## config.mk

```make
export PLATFORM = sky130hd
export DESIGN_NAME = shreg_univ
export DESIGN_NICKNAME = d
export VERILOG_FILES = /design/src/rtl/shreg_pkg.sv /design/src/rtl/shreg_bit_cnt.sv /design/src/rtl/shreg_univ.sv
export SDC_FILE = /design/constraint.sdc
export NUM_CORES = 1
export LEC_CHECK = 0
export CAP_MARGIN = 20
export CORE_MARGIN = 4
export CORE_UTILIZATION = 44
export DETAILED_ROUTE_END_ITERATION = 12
export GPL_TIMING_DRIVEN = 0
export PLACE_DENSITY = 0.92
export SLEW_MARGIN = 20
export SYNTH_ARGS = -nofsm -noshare
export SYNTH_HDL_FRONTEND = slang
export SYNTH_SLANG_ARGS = --single-unit
```

## constraint.sdc

```tcl
create_clock -name clk -period 2.31 [get_ports clk]
set_input_delay 0.3465 -clock clk [delete_from_list [all_inputs] [get_ports clk]]
set_output_delay 0.3465 -clock clk [all_outputs]
set_load 0.005 [all_outputs]
```

## src/rtl/shreg_pkg.sv

```systemverilog
// shreg_pkg
// Shared definitions for the universal shift register: the two-bit mode
// encodings used on the shreg_univ `mode` port.
package shreg_pkg;

  typedef enum logic [1:0] {
    MODE_HOLD = 2'b00,
    MODE_SHR  = 2'b01,
    MODE_SHL  = 2'b10,
    MODE_LOAD = 2'b11
  } shreg_mode_e;

endpackage

```

## src/rtl/shreg_bit_cnt.sv

```systemverilog
// shreg_bit_cnt
// Saturating shift counter with clear, increment and a one-cycle terminal
// pulse. The pulse fires only on the increment that takes the count from
// MAX-1 to MAX; increments at MAX are ignored.
//
// Ports:
//   clk   rising-edge clock
//   rst   synchronous active-high reset (count and pulse to zero)
//   clr   clear count to zero (takes priority over inc)
//   inc   increment request
//   cnt   current count, saturates at MAX
//   done  one-cycle pulse after the edge where cnt reached MAX
module shreg_bit_cnt #(
  parameter int MAX = 8,
  parameter int CW  = $clog2(MAX + 1)
) (
  input  logic          clk,
  input  logic          rst,
  input  logic          clr,
  input  logic          inc,
  output logic [CW-1:0] cnt,
  output logic          done
);

  localparam logic [CW-1:0] CNT_MAX = CW'(MAX);
  localparam logic [CW-1:0] CNT_PRE = CW'(MAX - 1);

  // done is cleared on every edge unless this edge performs the final
  // increment, which makes it a pulse that no later edge can re-fire.
  always_ff @(posedge clk) begin
    if (rst) begin
      cnt  <= '0;
      done <= 1'b0;
    end else begin
      done <= 1'b0;
      if (clr) begin
        cnt <= '0;
      end else if (inc && (cnt != CNT_MAX)) begin
        cnt  <= cnt + CW'(1);
        done <= (cnt == CNT_PRE);
      end
    end
  end

endmodule

```

## src/rtl/shreg_univ.sv

```systemverilog
// shreg_univ
// Parametrised universal shift register with hold, shift-right, shift-left
// and parallel-load modes, serial ports at both ends and a saturating shift
// counter that pulses `done` when a full word has been shifted.
//
// Optional feature: define SHREG_ROTATE_EN to add the `rot` input. With
// rot=1 in a shift mode the outgoing bit is recirculated into the vacated
// end instead of sin_r/sin_l.
//
// Ports:
//   clk     rising-edge clock
//   rst     synchronous active-high reset, overrides en and mode
//   en      clock enable; low holds all state
//   mode    00 hold, 01 shift right, 10 shift left, 11 parallel load
//   sin_r   serial input entering at MSB on shift right
//   sin_l   serial input entering at LSB on shift left
//   d       parallel load data
//   q       register contents
//   sout_r  q[0]
//   sout_l  q[WIDTH-1]
//   cnt     shifts since last load/reset, saturates at WIDTH
//   done    one-cycle pulse when cnt reaches WIDTH
//   rot     rotate select (SHREG_ROTATE_EN only)
module shreg_univ
  import shreg_pkg::*;
#(
  parameter  int WIDTH = 8,
  localparam int CW    = $clog2(WIDTH + 1)
) (
  input  logic             clk,
  input  logic             rst,
  input  logic             en,
  input  logic [1:0]       mode,
  input  logic             sin_r,
  input  logic             sin_l,
  input  logic [WIDTH-1:0] d,
`ifdef SHREG_ROTATE_EN
  input  logic             rot,
`endif
  output logic [WIDTH-1:0] q,
  output logic             sout_r,
  output logic             sout_l,
  output logic [CW-1:0]    cnt,
  output logic             done
);

  logic fill_r;
  logic fill_l;
  logic do_shift;
  logic do_load;

  // Bits entering the vacated end on each shift direction.
  always_comb begin
    fill_r = sin_r;
    fill_l = sin_l;
`ifdef SHREG_ROTATE_EN
    if (rot) begin
      fill_r = q[0];
      fill_l = q[WIDTH-1];
    end
`endif
  end

  assign do_shift = en && ((mode == MODE_SHR) || (mode == MODE_SHL));
  assign do_load  = en && (mode == MODE_LOAD);

  always_ff @(posedge clk) begin
    if (rst) begin
      q <= '0;
    end else if (en) begin
      case (mode)
        MODE_SHR:  q <= {fill_r, q[WIDTH-1:1]};
        MODE_SHL:  q <= {q[WIDTH-2:0], fill_l};
        MODE_LOAD: q <= d;
        default:   q <= q;
      endcase
    end
  end

  assign sout_r = q[0];
  assign sout_l = q[WIDTH-1];

  // Both shift directions feed the same counter; a load clears it and
  // therefore also suppresses a pulse that this edge would have produced.
  shreg_bit_cnt #(
    .MAX (WIDTH),
    .CW  (CW)
  ) u_cnt (
    .clk  (clk),
    .rst  (rst),
    .clr  (do_load),
    .inc  (do_shift),
    .cnt  (cnt),
    .done (done)
  );

endmodule

```

# After elaboration in Yosys (flattened, before gate mapping)
# Cells that the tools add are included.
# totals
output_inout_bits	15
reg_bits	13
# op_classes
n_mux	1
bitwise_logic	1
n_eq_ne	5
n_reduce_logical	8
addsub	1
# op_table
cell	n
one-hot mux 8 bit (3 select lines)	1
adder 4 x 1 -> 4 bit (second input constant)	1
== test 2 bit (second input constant)	2
== test 4 x 3 -> 1 bit (second input constant)	1
inequality test 4 bit (second input constant)	1
logical AND 1 bit	3
nonzero test 3 bit	1
OR reduction 3 bit	1
== test 2 x 1 -> 1 bit (second input constant)	1
AND reduction 2 bit	1
OR reduction 2 bit	1
logical OR 1 bit	1
inverter 1 bit	1

# Longest topological paths before layout
# logic_depth
ltp_word	6
depth_mapped	7
ltp_nobuf	5

# Modules after synthesis
# A second synthesis with hierarchy kept.
# unflattened
cells_unflattened	82
hier_area_um2	734.5
# modules_own_cells
mod	cells_per_inst	area_per_inst_um2	n_inst
shreg_univ	56	500.5	1
shreg_bit_cnt	26	234.0	1

# Least setup slack after synthesis
# Ideal clock, no wire load.
# synth_path
kind	input -> register
start	input mode[0]
end	register q[3]
required_ns	2.222
setup_time_ns	0.088
arrival_time_ns	1.283
path_slack_ns	0.939
path_buffers	1
stages	6
path_cell_list	inv_1 -> ha_1 -> clkbuf_1 -> nor2_2 -> nand2_1 -> a311oi_2
# synth_via
elab_chain_cells	3
word_cells_on_any_way	6
# synth_lines
item	line_no	text
start, declared	shreg_univ.sv:33	input logic [1:0] mode,
== test 2 x 1 -> 1 bit or == test 2 bit (tied branches)	shreg_univ.sv:71	case (mode)
nonzero test 3 bit (no line)	-	
AND reduction 2 bit (no line)	-	
end signal, assigned	shreg_univ.sv:72	MODE_SHR: q <= {fill_r, q[WIDTH-1:1]};
end signal, assigned	shreg_univ.sv:73	MODE_SHL: q <= {q[WIDTH-2:0], fill_l};
end signal, assigned	shreg_univ.sv:75	default: q <= q;
end, declared	shreg_univ.sv:40	output logic [WIDTH-1:0] q,
# Several ways; a longest one is shown, not always the timed one.
# A chain may end at the register's enable or synchronous reset.

# Worst setup path in the final report
# layout_path
start	input mode[0]
end	register q[2]
# Same word-level chain as after synthesis.

==> flow_summary.json <==
{
  "place_inst": 126,
  "ys_seq_area_frac": 0.3630,
  "total_power_mw": 0.5170,
  "crit_path_start_kind": "input pin",
  "slowest_stage": "clkdlybuf4s50_1",
  "avgSynthCellArea_um2": 8.743,
  "cp_data_required_time_ns": 2.49,
  "rsz0062_at_grt": "false",
  "cts_root_buffer": "clkbuf_4",
  "cp_slowest_stage_delay_ns": 0.49,
  "finalHoldViolCount": 0,
  "n_fill_cell": 124,
  "path_max_fanout": 9,
  "reg2reg_slack_ns": 1.12,
  "port_buffers": 28,
  "coreArea_um2": 1524,
  "postCtsHoldBufs": 0,
  "fin_crit_ns": 1.805,
  "io_pins": 30,
  "fmax_ghz": 0.5541,
  "drt_iter0_drc": 15,
  "dieArea_um2": 2339,
  "ys_warn_count": 0,
  "multi_input_area_um2": 394.1,
  "syn-num-nets": 102,
  "antenna_found_initial": 0,
  "cp.arrival_ns": 1.98,
  "dr.pass1.iters": 4,
  "synth_cell_types": 24,
  "synth_seq_cells": 13,
  "p_leak_nw": 0.4092,
  "cts-buffers-inserted": 3,
  "layoutNonFillerInstCount": 130,
  "die_w_um": 48.37,
  "grt_usage": 0.1512,
  "htree_num_levels": 1,
  "vdd_ir_drop_max_mv": 0.2764,
  "area_delta_synth_final_pct": 45.55,
  "cts.clk_slew.worst_paths_ns": 0.09,
  "outcome": "finished, final reports clean",
  "gp_congestion": 0.7692,
  "cts_tree": "done",
  "cts_resized": 0,
  "slew_violations": 0,
  "die_h_um": 48.37,
  "gr-total-overflow": 0,
  "cp_num_buf_inv": 3,
  "slew_headroom": 0.6472,
  "start_util": 0.4704,
  "vias": 717,
  "finalWirelength_mm": 1.721,
  "mostFrequentLayoutCell": "clkdlybuf4s50_1",
  "grt_max_degree": 11,
  "clk_path_buf_depth": 2,
  "cts_sinks": 13,
  "crit_chain": "clkdlybuf4s50_1, inv_1, ha_1, clkbuf_1, nor2_2, nand2_1, a311oi_1",
  "ff_latch_area_um2": 260.3,
  "via_per_inst": 5.515,
  "ant_nets": 0,
  "antenna_cells": 0,
  "postCtsSetupBuffers": 0,
  "power_density_nw_per_um2": 495.5,
  "rows": 14,
  "end_kind": "register",
  "tns_ns": 0,
  "fin_nets": 135,
  "tightestPinTransition_ns": 0.5292,
  "critPathTopFamily": "buffers and inverters",
  "drive_gt1_frac": 0.1053,
  "syn_inst": 82,
  "period_share": 0.7813,
  "drc_errors": 0,
  "mostFrequentLayoutCells": "clkdlybuf4s50_1, nand2_1, dfxtp_1",
  "hp-class": "input pin to register",
  "routedWlPerCell_um": 13.24,
  "place_hpwl_mm": 1.308,
  "setup_viol": 0,
  "fin_skew_ns": 0.003838,
  "grt_pass1_wl_mm": 2.980,
  "maxCapViolCount": 0,
  "synth_area_um2": 716.9,
  "critPathKind": "input pin to register",
  "insertion_delay_ns": 0.27,
  "grt_pass1_vias": 679
}
==> cells in the mapped netlist (all sizes together) <==
master,n,area [µm²]
mux2i,2,20.02
and3,1,6.260
nor2b,1,6.260
clkbuf,1,3.750
nand3,2,10.01
nand2,14,52.55
or3,1,6.260
a21boi,1,7.510
nor2,9,36.29
a21oi,1,5.000
and4b,1,10.01
o21ai,1,5.000
inv,4,15.01
nand4b,1,8.760
a22oi,8,60.06
nand3b,2,15.01
dfxtp,13,260.3
a311oi,8,82.58
ha,5,62.56
buf,6,43.79
==> flip-flops by register name, summed over array words and instances (netlist names) <==
name        count
u_cnt.done      1
q               8
u_cnt.cnt       4
==> final timing paths <==
kind | from | endpoint | cells after the start
worst max register to register | u_cnt.cnt[0] | u_cnt.cnt[1] | 5
worst min register to register | q[6] | q[5] | 2
worst min-delay path | rst | q[3] | 2
worst max-delay path | mode[0] | q[2] | 7
==> worst register-to-register path, cell delays in order, from the launching register on <==
cell	delay (ns)
dfxtp_1	0.42
inv_1	0.08
ha_1	0.20
nand3b_1	0.11
nand3_1	0.14
mux2i_1	0.14
==> final cells by class <==
cell class | count | area share
plain buffers | 7 | 0.04556
clock buffers | 4 | 0.02518
repair buffers | 28 | 0.2686
inverters | 4 | 0.01439
flip-flops and latches | 13 | 0.2494
multi-input cells | 58 | 0.3777
well taps | 16 | 0.01918
==> layer usage <==
metal / global-route usage / vias to the layer above / wire length, µm / share of wire
met1: 0.1720 / 323 / 671 / 0.39
met4: 0.04147 / 0 / 0 / 0
met5: 0 / - / 0 / 0
met2: 0.2630 / 36 / 865 / 0.50
met3: 0.05215 / 0 / 184 / 0.11
li1: - / 358 / - / -
==> per-stage QoR <==
| stage | hold slack, ns | util | cell area [µm²] | setup slack [ns] |
|---|---|---|---|---|
| floorplan | 0.4951 | - | 716.9 | 0.9388 |
| global placement | 0.4995 | 0.6675 | 1017 | 0.2506 |
| detailed placement | 0.5105 | 0.6675 | 1017 | 0.2253 |
| CTS | 0.3605 | 0.6847 | 1044 | 0.5089 |
| global route | 0.3688 | 0.6847 | 1044 | 0.3910 |
| finish | 0.3671 | 0.6847 | 1044 | 0.5052 |
==> power by group <==
part / internal (mW) / switching [mW]
clock: 0.0667 / 0.0743
sequential: 0.237 / 0.0139
combinational: 0.0745 / 0.0505
==> kinds of logic after synthesis <==
group	after synthesis	synth area share
multiplexers	2	0.02792
AND/OR/NAND/NOR	32	0.2112
AO/OA/AOI/OAI	19	0.2234
flip-flops	13	0.3630
adder cells (fa/ha/maj)	5	0.08726
buffers and inverters	11	0.08725
Note: power is estimated with default switching activity, not from simulation.
